## src/rtl/imm_gen_pipe.sv

```systemverilog
// rtl/imm_gen_pipe.sv - pipelined RV32I immediate generator with 2-entry skid buffer (optional IMM_GEN_ZICSR_EN)
module imm_gen_pipe #(
    parameter int XLEN  = 32,
    parameter int TAG_W = 8,
    parameter int CNT_W = 16
) (
    input  logic             clk,
    input  logic             rst_n,
    input  logic             in_valid,
    output logic             in_ready,
    input  logic [31:0]      in_instr,
    input  logic [TAG_W-1:0] in_tag,
    output logic             out_valid,
    input  logic             out_ready,
    output logic [XLEN-1:0]  out_imm,
    output logic [2:0]       out_fmt,
    output logic [TAG_W-1:0] out_tag,
    output logic [CNT_W-1:0] ill_cnt,
    input  logic             ill_clr
);

    localparam logic [2:0] FMT_R   = 3'd0;
    localparam logic [2:0] FMT_I   = 3'd1;
    localparam logic [2:0] FMT_S   = 3'd2;
    localparam logic [2:0] FMT_B   = 3'd3;
    localparam logic [2:0] FMT_U   = 3'd4;
    localparam logic [2:0] FMT_J   = 3'd5;
`ifdef IMM_GEN_ZICSR_EN
    localparam logic [2:0] FMT_Z   = 3'd6;
`endif
    localparam logic [2:0] FMT_ILL = 3'd7;

    typedef enum logic [1:0] {
        S_EMPTY = 2'd0,
        S_ONE   = 2'd1,
        S_TWO   = 2'd2
    } state_t;

    state_t            r_state;
    state_t            w_state_nxt;
    logic              w_in_fire;
    logic              w_out_fire;
    logic              w_load_main;
    logic              w_load_skid;
    logic              w_skid_to_main;
    logic [31:0]       w_imm32;
    logic [XLEN-1:0]   w_imm_ext;
    logic [2:0]        w_fmt;

    logic [XLEN-1:0]   r_main_imm;
    logic [2:0]        r_main_fmt;
    logic [TAG_W-1:0]  r_main_tag;
    logic [XLEN-1:0]   r_skid_imm;
    logic [2:0]        r_skid_fmt;
    logic [TAG_W-1:0]  r_skid_tag;
    logic [CNT_W-1:0]  r_ill_cnt;

    assign in_ready   = (r_state != S_TWO);
    assign out_valid  = (r_state != S_EMPTY);
    assign w_in_fire  = in_valid & in_ready;
    assign w_out_fire = out_valid & out_ready;
    assign out_imm    = r_main_imm;
    assign out_fmt    = r_main_fmt;
    assign out_tag    = r_main_tag;
    assign ill_cnt    = r_ill_cnt;

    // Decode the format from the opcode and assemble the 32-bit immediate
    always_comb begin
        w_imm32 = 32'd0;
        w_fmt   = FMT_ILL;
        if (in_instr[1:0] == 2'b11) begin
            case (in_instr[6:2])
                5'b00100, 5'b00000, 5'b11001, 5'b00011: begin
                    w_fmt   = FMT_I;
                    w_imm32 = {{20{in_instr[31]}}, in_instr[31:20]};
                end
                5'b11100: begin
`ifdef IMM_GEN_ZICSR_EN
                    if (in_instr[14:12] != 3'b000) begin
                        w_fmt   = FMT_Z;
                        w_imm32 = {27'd0, in_instr[19:15]};
                    end else begin
                        w_fmt   = FMT_I;
                        w_imm32 = {{20{in_instr[31]}}, in_instr[31:20]};
                    end
`else
                    w_fmt   = FMT_I;
                    w_imm32 = {{20{in_instr[31]}}, in_instr[31:20]};
`endif
                end
                5'b01000: begin
                    w_fmt   = FMT_S;
                    w_imm32 = {{20{in_instr[31]}}, in_instr[31:25], in_instr[11:7]};
                end
                5'b11000: begin
                    w_fmt   = FMT_B;
                    w_imm32 = {{19{in_instr[31]}}, in_instr[31], in_instr[7],
                               in_instr[30:25], in_instr[11:8], 1'b0};
                end
                5'b01101, 5'b00101: begin
                    w_fmt   = FMT_U;
                    w_imm32 = {in_instr[31:12], 12'd0};
                end
                5'b11011: begin
                    w_fmt   = FMT_J;
                    w_imm32 = {{11{in_instr[31]}}, in_instr[31], in_instr[19:12],
                               in_instr[20], in_instr[30:21], 1'b0};
                end
                5'b01100: begin
                    w_fmt   = FMT_R;
                    w_imm32 = 32'd0;
                end
                default: begin
                    w_fmt   = FMT_ILL;
                    w_imm32 = 32'd0;
                end
            endcase
        end
    end

    // Widen to XLEN; the zimm case has bit 31 clear so it stays zero-extended
    always_comb begin
        w_imm_ext        = {XLEN{w_imm32[31]}};
        w_imm_ext[31:0]  = w_imm32;
    end

    // Skid buffer occupancy register
    always_ff @(posedge clk or negedge rst_n) begin
        if (!rst_n) begin
            r_state <= S_EMPTY;
        end else begin
            r_state <= w_state_nxt;
        end
    end

    // Next occupancy and which stage to load from the decoder or the skid entry
    always_comb begin
        w_state_nxt    = r_state;
        w_load_main    = 1'b0;
        w_load_skid    = 1'b0;
        w_skid_to_main = 1'b0;
        case (r_state)
            S_EMPTY: begin
                if (w_in_fire) begin
                    w_load_main = 1'b1;
                    w_state_nxt = S_ONE;
                end
            end
            S_ONE: begin
                if (w_in_fire && w_out_fire) begin
                    w_load_main = 1'b1;
                end else if (w_in_fire) begin
                    w_load_skid = 1'b1;
                    w_state_nxt = S_TWO;
                end else if (w_out_fire) begin
                    w_state_nxt = S_EMPTY;
                end
            end
            S_TWO: begin
                if (w_out_fire) begin
                    w_skid_to_main = 1'b1;
                    w_state_nxt    = S_ONE;
                end
            end
            default: begin
                w_state_nxt = S_EMPTY;
            end
        endcase
    end

    // Main (output) stage: fresh decode or the older skid entry
    always_ff @(posedge clk or negedge rst_n) begin
        if (!rst_n) begin
            r_main_imm <= '0;
            r_main_fmt <= 3'd0;
            r_main_tag <= '0;
        end else if (w_load_main) begin
            r_main_imm <= w_imm_ext;
            r_main_fmt <= w_fmt;
            r_main_tag <= in_tag;
        end else if (w_skid_to_main) begin
            r_main_imm <= r_skid_imm;
            r_main_fmt <= r_skid_fmt;
            r_main_tag <= r_skid_tag;
        end
    end

    // Skid stage catches the instruction accepted while the output is stalled
    always_ff @(posedge clk or negedge rst_n) begin
        if (!rst_n) begin
            r_skid_imm <= '0;
            r_skid_fmt <= 3'd0;
            r_skid_tag <= '0;
        end else if (w_load_skid) begin
            r_skid_imm <= w_imm_ext;
            r_skid_fmt <= w_fmt;
            r_skid_tag <= in_tag;
        end
    end

    // Saturating count of accepted illegal instructions; clear wins
    always_ff @(posedge clk or negedge rst_n) begin
        if (!rst_n) begin
            r_ill_cnt <= '0;
        end else if (ill_clr) begin
            r_ill_cnt <= '0;
        end else if (w_in_fire && (w_fmt == FMT_ILL) && (r_ill_cnt != {CNT_W{1'b1}})) begin
            r_ill_cnt <= r_ill_cnt + 1'b1;
        end
    end

endmodule

```

## config.mk

```make
export PLATFORM = sky130hd
export DESIGN_NAME = imm_gen_pipe
export DESIGN_NICKNAME = d
export VERILOG_FILES = /design/src/rtl/imm_gen_pipe.sv
export SDC_FILE = /design/constraint.sdc
export NUM_CORES = 1
export LEC_CHECK = 0
export CORE_MARGIN = 3
export CORE_UTILIZATION = 55
export CTS_CLUSTER_SIZE = 12
export DETAILED_ROUTE_END_ITERATION = 12
export GPL_TIMING_DRIVEN = 0
export MAX_ROUTING_LAYER = met4
export PLACE_DENSITY = 0.86
export SETUP_SLACK_MARGIN = 0.15
export SLEW_MARGIN = 20
export SYNTH_ARGS = -nofsm -noshare
export SYNTH_HDL_FRONTEND = slang
export SYNTH_SLANG_ARGS = --single-unit
```

## constraint.sdc

```tcl
create_clock -name clk -period 5.3 [get_ports clk]
set_clock_uncertainty 0.05 [all_clocks]
set_input_delay 1.06 -clock clk [delete_from_list [all_inputs] [get_ports clk]]
set_output_delay 1.06 -clock clk [all_outputs]
set_load 0.01 [all_outputs]
```

==> summary.md, run 1 <==
| Metric | Value |
|---|---|
| Most used flip-flop cell after synthesis | `dfrtp_1` |
| Worst Setup Start Kind | `input pin` |
| Pin count of the biggest net entering global routing | `a little over 60` |
| Residual DRC | `0` |
| Seq. cell area | `between 2000 and 3000 um^2` |
| CTS clk-pin slew, worst paths | `0.10 ns` |
| Cells after synthesis | `approximately 490` |
| Yosys warnings | `0` |
| Pin slew with the least headroom to its limit | `between 0.7 and 0.8 ns` |
| CP max stage cell | `o21ai_1` |
| Most frequent cells after synthesis | `dfrtp_1 (104), o21ai_0 (68), nand2_1 (54)` |
| GR Util All Layers | `0.272` |
| Die area | `~10000 um^2` |
| DR WL/cell | `18.3 um` |
| Pwr Density | `roughly 280 nW/um^2` |
| Placed Instance Area | `around 6100 um^2` |
| Antenna violations before repair | `0` |
| Peak VDD IR | `approximately 0.13 mV` |
| Synthesized Nets | `~540` |
| Multi-input gate area | `approximately 2000 um^2` |
| Via count of the first global-routing pass | `roughly 4300` |
| Post-CTS setup buffer count | `0` |
| CTS buffer count | `9` |
| Ranking of synthesized cells by area | `dfrtp_1 (53%), o21ai_0 (7.0%), a22oi_1 (5.9%), nand2_1 (4.2%), a21oi_1 (3.7%)` |
| Global-route wire length before repair | `~21000 um` |
| Root buffer cell | `clkbuf_8` |
| Slowest cell delay on critical path | `approximately 0.56 ns` |
| Worst slew margin | `0.512` |
| Seq/Total Area, Yosys | `0.534` |
| Mean Syn Cell Area | `~10 um^2` |
| Asr flop ratio synth | `1.00` |
| Core area | `roughly 8400 um^2` |
| Detailed Route WL | `13000 um` |
| # port buffers | `102` |
| CTS tree | `yes` |
| Clock Latency Late Sink | `between 0.3 and 0.4 ns` |
| Hold/Removal Path Class | `reg2reg` |
| # IOs | `about 110` |
| Die Ht | `approximately 100 um` |
| 1st-pass router iterations | `5` |
| Cell Chain, Critical Path | `clkdlybuf4s50_1 > buf_2 > nor2_1 > a211oi_1 > a21oi_1 > o21ai_1 > clkbuf_1 > o21ai_0` |
| Pleak | `about 2.5 nW` |
| Routing usage on met1 | `0.375` |
| Status | `completed` |
| Die W | `approximately 100 um` |
| Fillers | `about 610` |
| Overall Power | `around 1.7 mW` |
| Post-Syn Area | `4880 um^2` |
| CP Max Fanout | `10` |
| Critical Path End Type | `flop` |
| Top cell type by total area after synthesis | `dfrtp_1` |
| Final Max Tran Viols | `0` |
| Initial DRC Count | `436` |
| Clock tree sinks | `between 100 and 150` |
| Final worst-path cycle share | `0.650` |
| Synth cell types | `44` |
| Initial Util | `0.579` |
| Nets | `roughly 650` |
| Final Setup Violations | `0` |
| Gr busiest metal | `met2` |
| EDFF count, synth | `0` |
| Most instantiated library cell after synthesis | `dfrtp_1` |
| M2 GR Usage | `0.419` |
| Final HPWL DP | `between 9000 and 10000 um` |
| RSZ-0062 raised after global routing | `false` |
| Worst Path Buf+Inv | `3` |
| GRT met3 Usage | `0.0473` |
| Finished Cell Area | `6240 um^2` |
| GP Congestion | `0.950` |
| Final setup TNS | `0 ns` |
| Post-CTS Resized | `0` |
| Maxcap violations | `0` |
| ANT cells | `0` |
| CTS HTree Levels | `3` |
| Hold buffer count at cts | `0` |
| Critical Path AT | `around 3.6 ns` |
| WS Path Type | `in2reg` |
| Mean number of vias per cell | `6.19` |
| Hold Fails Final Rpt | `0` |
| FF+latch count, synth | `about 100` |
| Ratio of cells with drive above 1 in the final layout | `0.0693` |
| Total grt overflow | `0` |
| Syn-to-layout area delta | `28.0%` |
| Yosys top cell area share | `0.534` |
| Min cycle time layout | `approximately 3.4 ns` |
| Via Count | `roughly 4400` |
| Antenna-violating nets left | `0` |
| Rows | `33` |
| Hold Slack | `roughly 0.44 ns` |
| Family with the most delay on the worst path | `compound AO/OA/AOI/OAI gates` |
| Maximum clock path buffer count | `2` |
| Fmax achieved | `just under 300 MHz` |
| Data required, critical path | `between 5 and 6 ns` |
==> worst reg2reg max path: stages, from the launching register on <==
cell	delay, ns
dfrtp_1	0.44
ha_1	0.27
nand4_1	0.11
nor4_1	0.05
or4_1	0.52
buf_6	0.15
buf_6	0.14
nor4_2	0.28
mux2_4	0.34
==> cells by family after synthesis <==
| family | after synthesis | synth area share |
|---|---|---|
| adder cells (fa/ha/maj) | 1 | 0.00257 |
| flip-flops | 104 | 0.534 |
| buffers and inverters | 46 | 0.0436 |
| XOR/XNOR | 2 | 0.00359 |
| AO/OA/AOI/OAI | 188 | 0.235 |
| AND/OR/NAND/NOR | 127 | 0.134 |
| multiplexers | 21 | 0.0470 |
==> power breakdown <==
group          switching [mW]  leakage (nW)  internal, mW  total (mW)
clock                   0.268        0.0876         0.214       0.482
sequential             0.0482          1.39         0.870       0.918
combinational           0.178          1.07         0.168       0.346
total                   0.494          2.55          1.25        1.75
==> per-stage QoR <==
stage / util / worst slack, ns / cells
2_1_floorplan: - / 2.42 / 489
3_3_place_gp: 0.716 / -0.616 / 696
3_5_place_dp: 0.719 / 1.53 / 697
4_1_cts: 0.741 / 1.91 / 711
5_1_grt: 0.741 / 1.70 / 711
6_report: 0.741 / 1.86 / 711
==> state kept, by name (all words and copies together), names as in the netlist <==
register / count
out_imm: 32
ill_cnt: 16
out_tag: 8
r_state: 2
out_fmt: 3
r_skid_imm: 32
r_skid_tag: 8
r_skid_fmt: 3
==> routing by layer <==
layer | wire length [um] | share of wire | up-vias
met1 | 5590 | 0.43 | 2179
met4 | 225 | 0.017 | 0
met5 | 0 | 0 | -
met3 | 811 | 0.062 | 26
met2 | 6370 | 0.49 | 186
li1 | - | - | 2007
==> worst paths after layout <==
| path | start | to | slack [ns] | cells after the start |
|---|---|---|---|---|
| max in group asynchronous | rst_n | r_skid_imm[31]$_DFFE_PN0P_ | 4.01 | 2 |
| worst max-delay path | in_instr[2] | r_skid_imm[28]$_DFFE_PN0P_ | 1.86 | 8 |
| min in group asynchronous | rst_n | out_tag[3]$_DFFE_PN0P_ | 0.55 | 1 |
| worst max register to register | ill_cnt[0]$_DFFE_PN0P_ | ill_cnt[13]$_DFFE_PN0P_ | 2.86 | 8 |
| worst min-delay path | r_skid_imm[22]$_DFFE_PN0P_ | r_skid_imm[22]$_DFFE_PN0P_ | 0.44 | 2 |
| worst min register to register | r_skid_imm[22]$_DFFE_PN0P_ | r_skid_imm[22]$_DFFE_PN0P_ | 0.44 | 2 |
==> cells in the final DEF (no fill, tap or decap), drive strengths merged, types with 2 or more instances in the layout <==
master,n
a21o,7
a22o,12
nand2,54
o31ai,6
nand4,3
clkbuf,39
clkinvlp,2
clkdlybuf4s50,101
nand4b,2
dfrtp,104
xor2,2
or4,7
and2,3
a31oi,3
o21ai,75
mux2,12
o22ai,2
nor2b,9
or3,4
a211oi,6
nor2,16
or2,4
buf,11
nand2b,3
a22oi,38
nor3,3
nor4,5
mux2i,9
inv,8
a2111oi,3
a21oi,36
nand3,8
==> area by class of cell <==
class                      instances  area share
buffer                            39      0.0299
timing repair buffer             103       0.168
tap                              105      0.0211
inverter                           7     0.00421
multi-input combinational        339       0.330
clock buffer                       9      0.0199
sequential                       104       0.417
clock inverter                     5     0.00942
Power figures use the tool's default switching activity.
==> inputs of run 2 (changes only) <==
--- a/config.mk
+++ b/config.mk
@@ -6,12 +6,12 @@
 export NUM_CORES = 1
 export LEC_CHECK = 0
 export CORE_MARGIN = 3
-export CORE_UTILIZATION = 55
+export CORE_UTILIZATION = 51
 export CTS_CLUSTER_SIZE = 12
 export DETAILED_ROUTE_END_ITERATION = 12
 export GPL_TIMING_DRIVEN = 0
 export MAX_ROUTING_LAYER = met4
-export PLACE_DENSITY = 0.86
+export PLACE_DENSITY = 0.8
 export SETUP_SLACK_MARGIN = 0.15
 export SLEW_MARGIN = 20
 export SYNTH_ARGS = -nofsm -noshare
==> constraint.sdc (replaced) <==
create_clock -name clk -period 3.27 [get_ports clk]
set_clock_uncertainty 0.05 [all_clocks]
set_input_delay 0.654 -clock clk [delete_from_list [all_inputs] [get_ports clk]]
set_output_delay 0.654 -clock clk [all_outputs]
set_load 0.01 [all_outputs]
==> summary.md, run 2 (synthesis gave the netlist of run 1 again) <==
| Metric | Value |
|---|---|
| Rows | `35 (+6.1%)` |
| CTS buffer count | `9 (unchanged)` |
| Global-route wire length before repair | `21500 um (+0.75%)` |
| Via count of the first global-routing pass | `4340 (+0.23%)` |
| Hold Slack | `0.104 ns (-0.336 ns)` |
| Pin slew with the least headroom to its limit | `0.627 ns (-0.105 ns)` |
| Final worst setup slack | `0.414 ns (-1.44 ns)` |
| Initial DRC Count | `266 (-39%)` |
| ANT cells | `0 (unchanged)` |
| Status | `completed` |
| Final Setup Violations | `0 (unchanged)` |
| Pleak | `2.57 nW (+0.82%)` |
| Final HPWL DP | `9130 um (-1.5%)` |
| Dpl ws | `-0.0683 ns (-1.60 ns)` |
| Clock Latency Late Sink | `0.37 ns (about the same)` |
| Maxcap violations | `0 (unchanged)` |
| Die W | `104 um (+3.6%)` |
| Data required, critical path | `3.45 ns (-2.03 ns)` |
| Slowest cell delay on critical path | `0.51 ns (-0.05 ns)` |
| GP Congestion | `0.859 (-9.6%)` |
| # port buffers | `102 (unchanged)` |
| Critical Path End Type | `flop` |
| Core area | `9280 um^2 (+10%)` |
| Leading cell type in the layout, fill and taps excluded | `dfrtp_1` |
| Cell Chain, Critical Path | `clkdlybuf4s50_1 > buf_2 > nor2_1 > a211oi_1 > a21oi_1 > o21ai_2 > clkbuf_1 > o21ai_0` |
| Net Sw Frac | `0.287 (+0.00413)` |
| Most frequent cells in the layout | `dfrtp_1 (104), clkdlybuf4s50_1 (101), o21ai_0 (68)` |
| Detailed Route WL | `12900 um (-0.95%)` |
| Seq pwr share | `0.516 (-0.010)` |
| CTS HTree Levels | `3 (unchanged)` |
| Post-layout util | `0.679 (-0.0617)` |
| # IOs | `106 (unchanged)` |
| Maximum clock path buffer count | `2 (unchanged)` |
| Hold/Removal Path Class | `in2async` |
| Root buffer cell | `clkbuf_8` |
| Ratio of cells with drive above 1 in the final layout | `0.0757 (+0.00635)` |
| Antenna violations before repair | `0 (unchanged)` |
| RSZ-0062 raised after global routing | `false` |
| Die Ht | `104 um (+3.6%)` |
| CP max stage cell | `clkdlybuf4s50_1` |
| Pwr Density | `457 nW/um^2 (+63%)` |
| Mean number of vias per cell | `5.92 (-4.3%)` |
| Hold buffer count at cts | `0 (unchanged)` |
| Initial Util | `0.525 (-0.0537)` |
| Worst Setup Start Kind | `input pin` |
| Combinational power share | `0.194 (-0.004)` |
| CTS tree | `yes` |
| Antenna-violating nets left | `0 (unchanged)` |
| DP Cell Count | `721 (+3.4%)` |
| Fmax achieved | `about 350 MHz` |
| GR Util All Layers | `0.248 (-0.0241)` |
| Peak VDD IR | `0.229 mV (+77%)` |
| Pin count of the biggest net entering global routing | `73 (+20%)` |
| Syn-to-layout area delta | `29.3%` |
| Residual DRC | `0 (unchanged)` |
| Die area | `10800 um^2 (+7.4%)` |
| Via Count | `4365 (-0.75%)` |
| Nets | `649 (unchanged)` |
| WS Path Type | `in2reg` |
| Power share of the clock group | `0.290 (+0.014)` |
| Hold Fails Final Rpt | `0 (unchanged)` |
| Final worst-path cycle share | `0.873` |
| Final Max Tran Viols | `0 (unchanged)` |
| Critical Path AT | `3.03 ns (-0.60 ns)` |
| Worst slew margin | `0.571 (+0.0592)` |
| Clock tree sinks | `104 (unchanged)` |
| DR WL/cell | `17.5 um (-4.4%)` |
| Internal | `2.05 mW (+64%)` |
| Min cycle time layout | `approximately 2.9 ns` |
| Final non-filler cell total | `737 (+3.7%)` |
| Psw | `0.826 mW (+67%)` |
| CTS clk-pin slew, worst paths | `0.10 ns (about the same)` |
| CP Max Fanout | `10 (unchanged)` |
| Total grt overflow | `0 (unchanged)` |
| 1st-pass router iterations | `5 (unchanged)` |
## run 2: cell count changes in the layout (fill, tap and decap cells not counted), sizes merged
cell      previous run  this run
clkinvlp             2         0
inv                  8        11
clkinv               1         2
## run 2: path summary, 6_finish.rpt
kind | start | to | slack [ns] | cells after the start
min | rst_n | out_tag[0]$_DFFE_PN0P_ | 0.10 | 1
min in group clk | r_skid_imm[20]$_DFFE_PN0P_ | r_skid_imm[20]$_DFFE_PN0P_ | 0.44 | 2
max in group asynchronous | rst_n | ill_cnt[14]$_DFFE_PN0P_ | 2.40 | 2
max | in_instr[2] | out_imm[14]$_DFFE_PN0P_ | 0.41 | 8
max reg2reg | ill_cnt[0]$_DFFE_PN0P_ | ill_cnt[13]$_DFFE_PN0P_ | 0.85 | 8
min reg2reg | r_skid_imm[20]$_DFFE_PN0P_ | r_skid_imm[20]$_DFFE_PN0P_ | 0.44 | 2
## run 2: worst max-delay path, delay by kind of cell
family / cells / cell delay (ns)
AOI/OAI and AO/OA: 4 / 1.08
buffers and inverters: 3 / 1.16
and+or+nand+nor: 1 / 0.15
## run 2: repair_timing
item / CTS / global route
buffers inserted: 0 / 0
hold endpoints to repair: 0 / 0
endpoints found under the setup margin: 0 / 38
gates resized for setup: 0 / 2
## run 2: power by group through the flow
| stage | registers, mW | logic, mW | clock network, mW |
|---|---|---|---|
| finish | 1.49 | 0.557 | 0.836 |
| global route | 1.50 | 0.614 | 0.904 |
| CTS | 1.48 | 0.561 | 0.859 |
| detailed placement | 1.51 | 0.560 | 0 |
| global placement | 1.50 | 0.539 | 0 |
| floorplan | 1.52 | 0.260 | 0 |
## run 2: routing by layer
metal / vias up / GRT usage / routed length [um]
met1: 2151 / 0.330 / 5680
met2: 178 / 0.388 / 6170
met5: - / - / 0
li1: 2007 / - / -
met4: 0 / 0.0912 / 297
met3: 29 / 0.0405 / 726
## run 2: through the flow
step | area (um^2) | power, mW | setup TNS, ns
2_1_floorplan | 4880 | 1.78 | 0
3_3_place_gp | 6060 | 2.04 | -238.52
3_5_place_dp | 6090 | 2.07 | -1.04
4_1_cts | 6300 | 2.90 | 0
5_1_grt | 6300 | 3.02 | 0
6_report | 6300 | 2.88 | 0
## run 2: final cells by class
cell class	count	area (um^2)
well taps	129	161
clock inverters	7	86.3
fillers	759	2980
inverters	7	26.3
flip-flops and latches	104	2600
plain buffers	39	186
multi-input cells	339	2070
repair buffers	103	1050
clock buffers	9	124
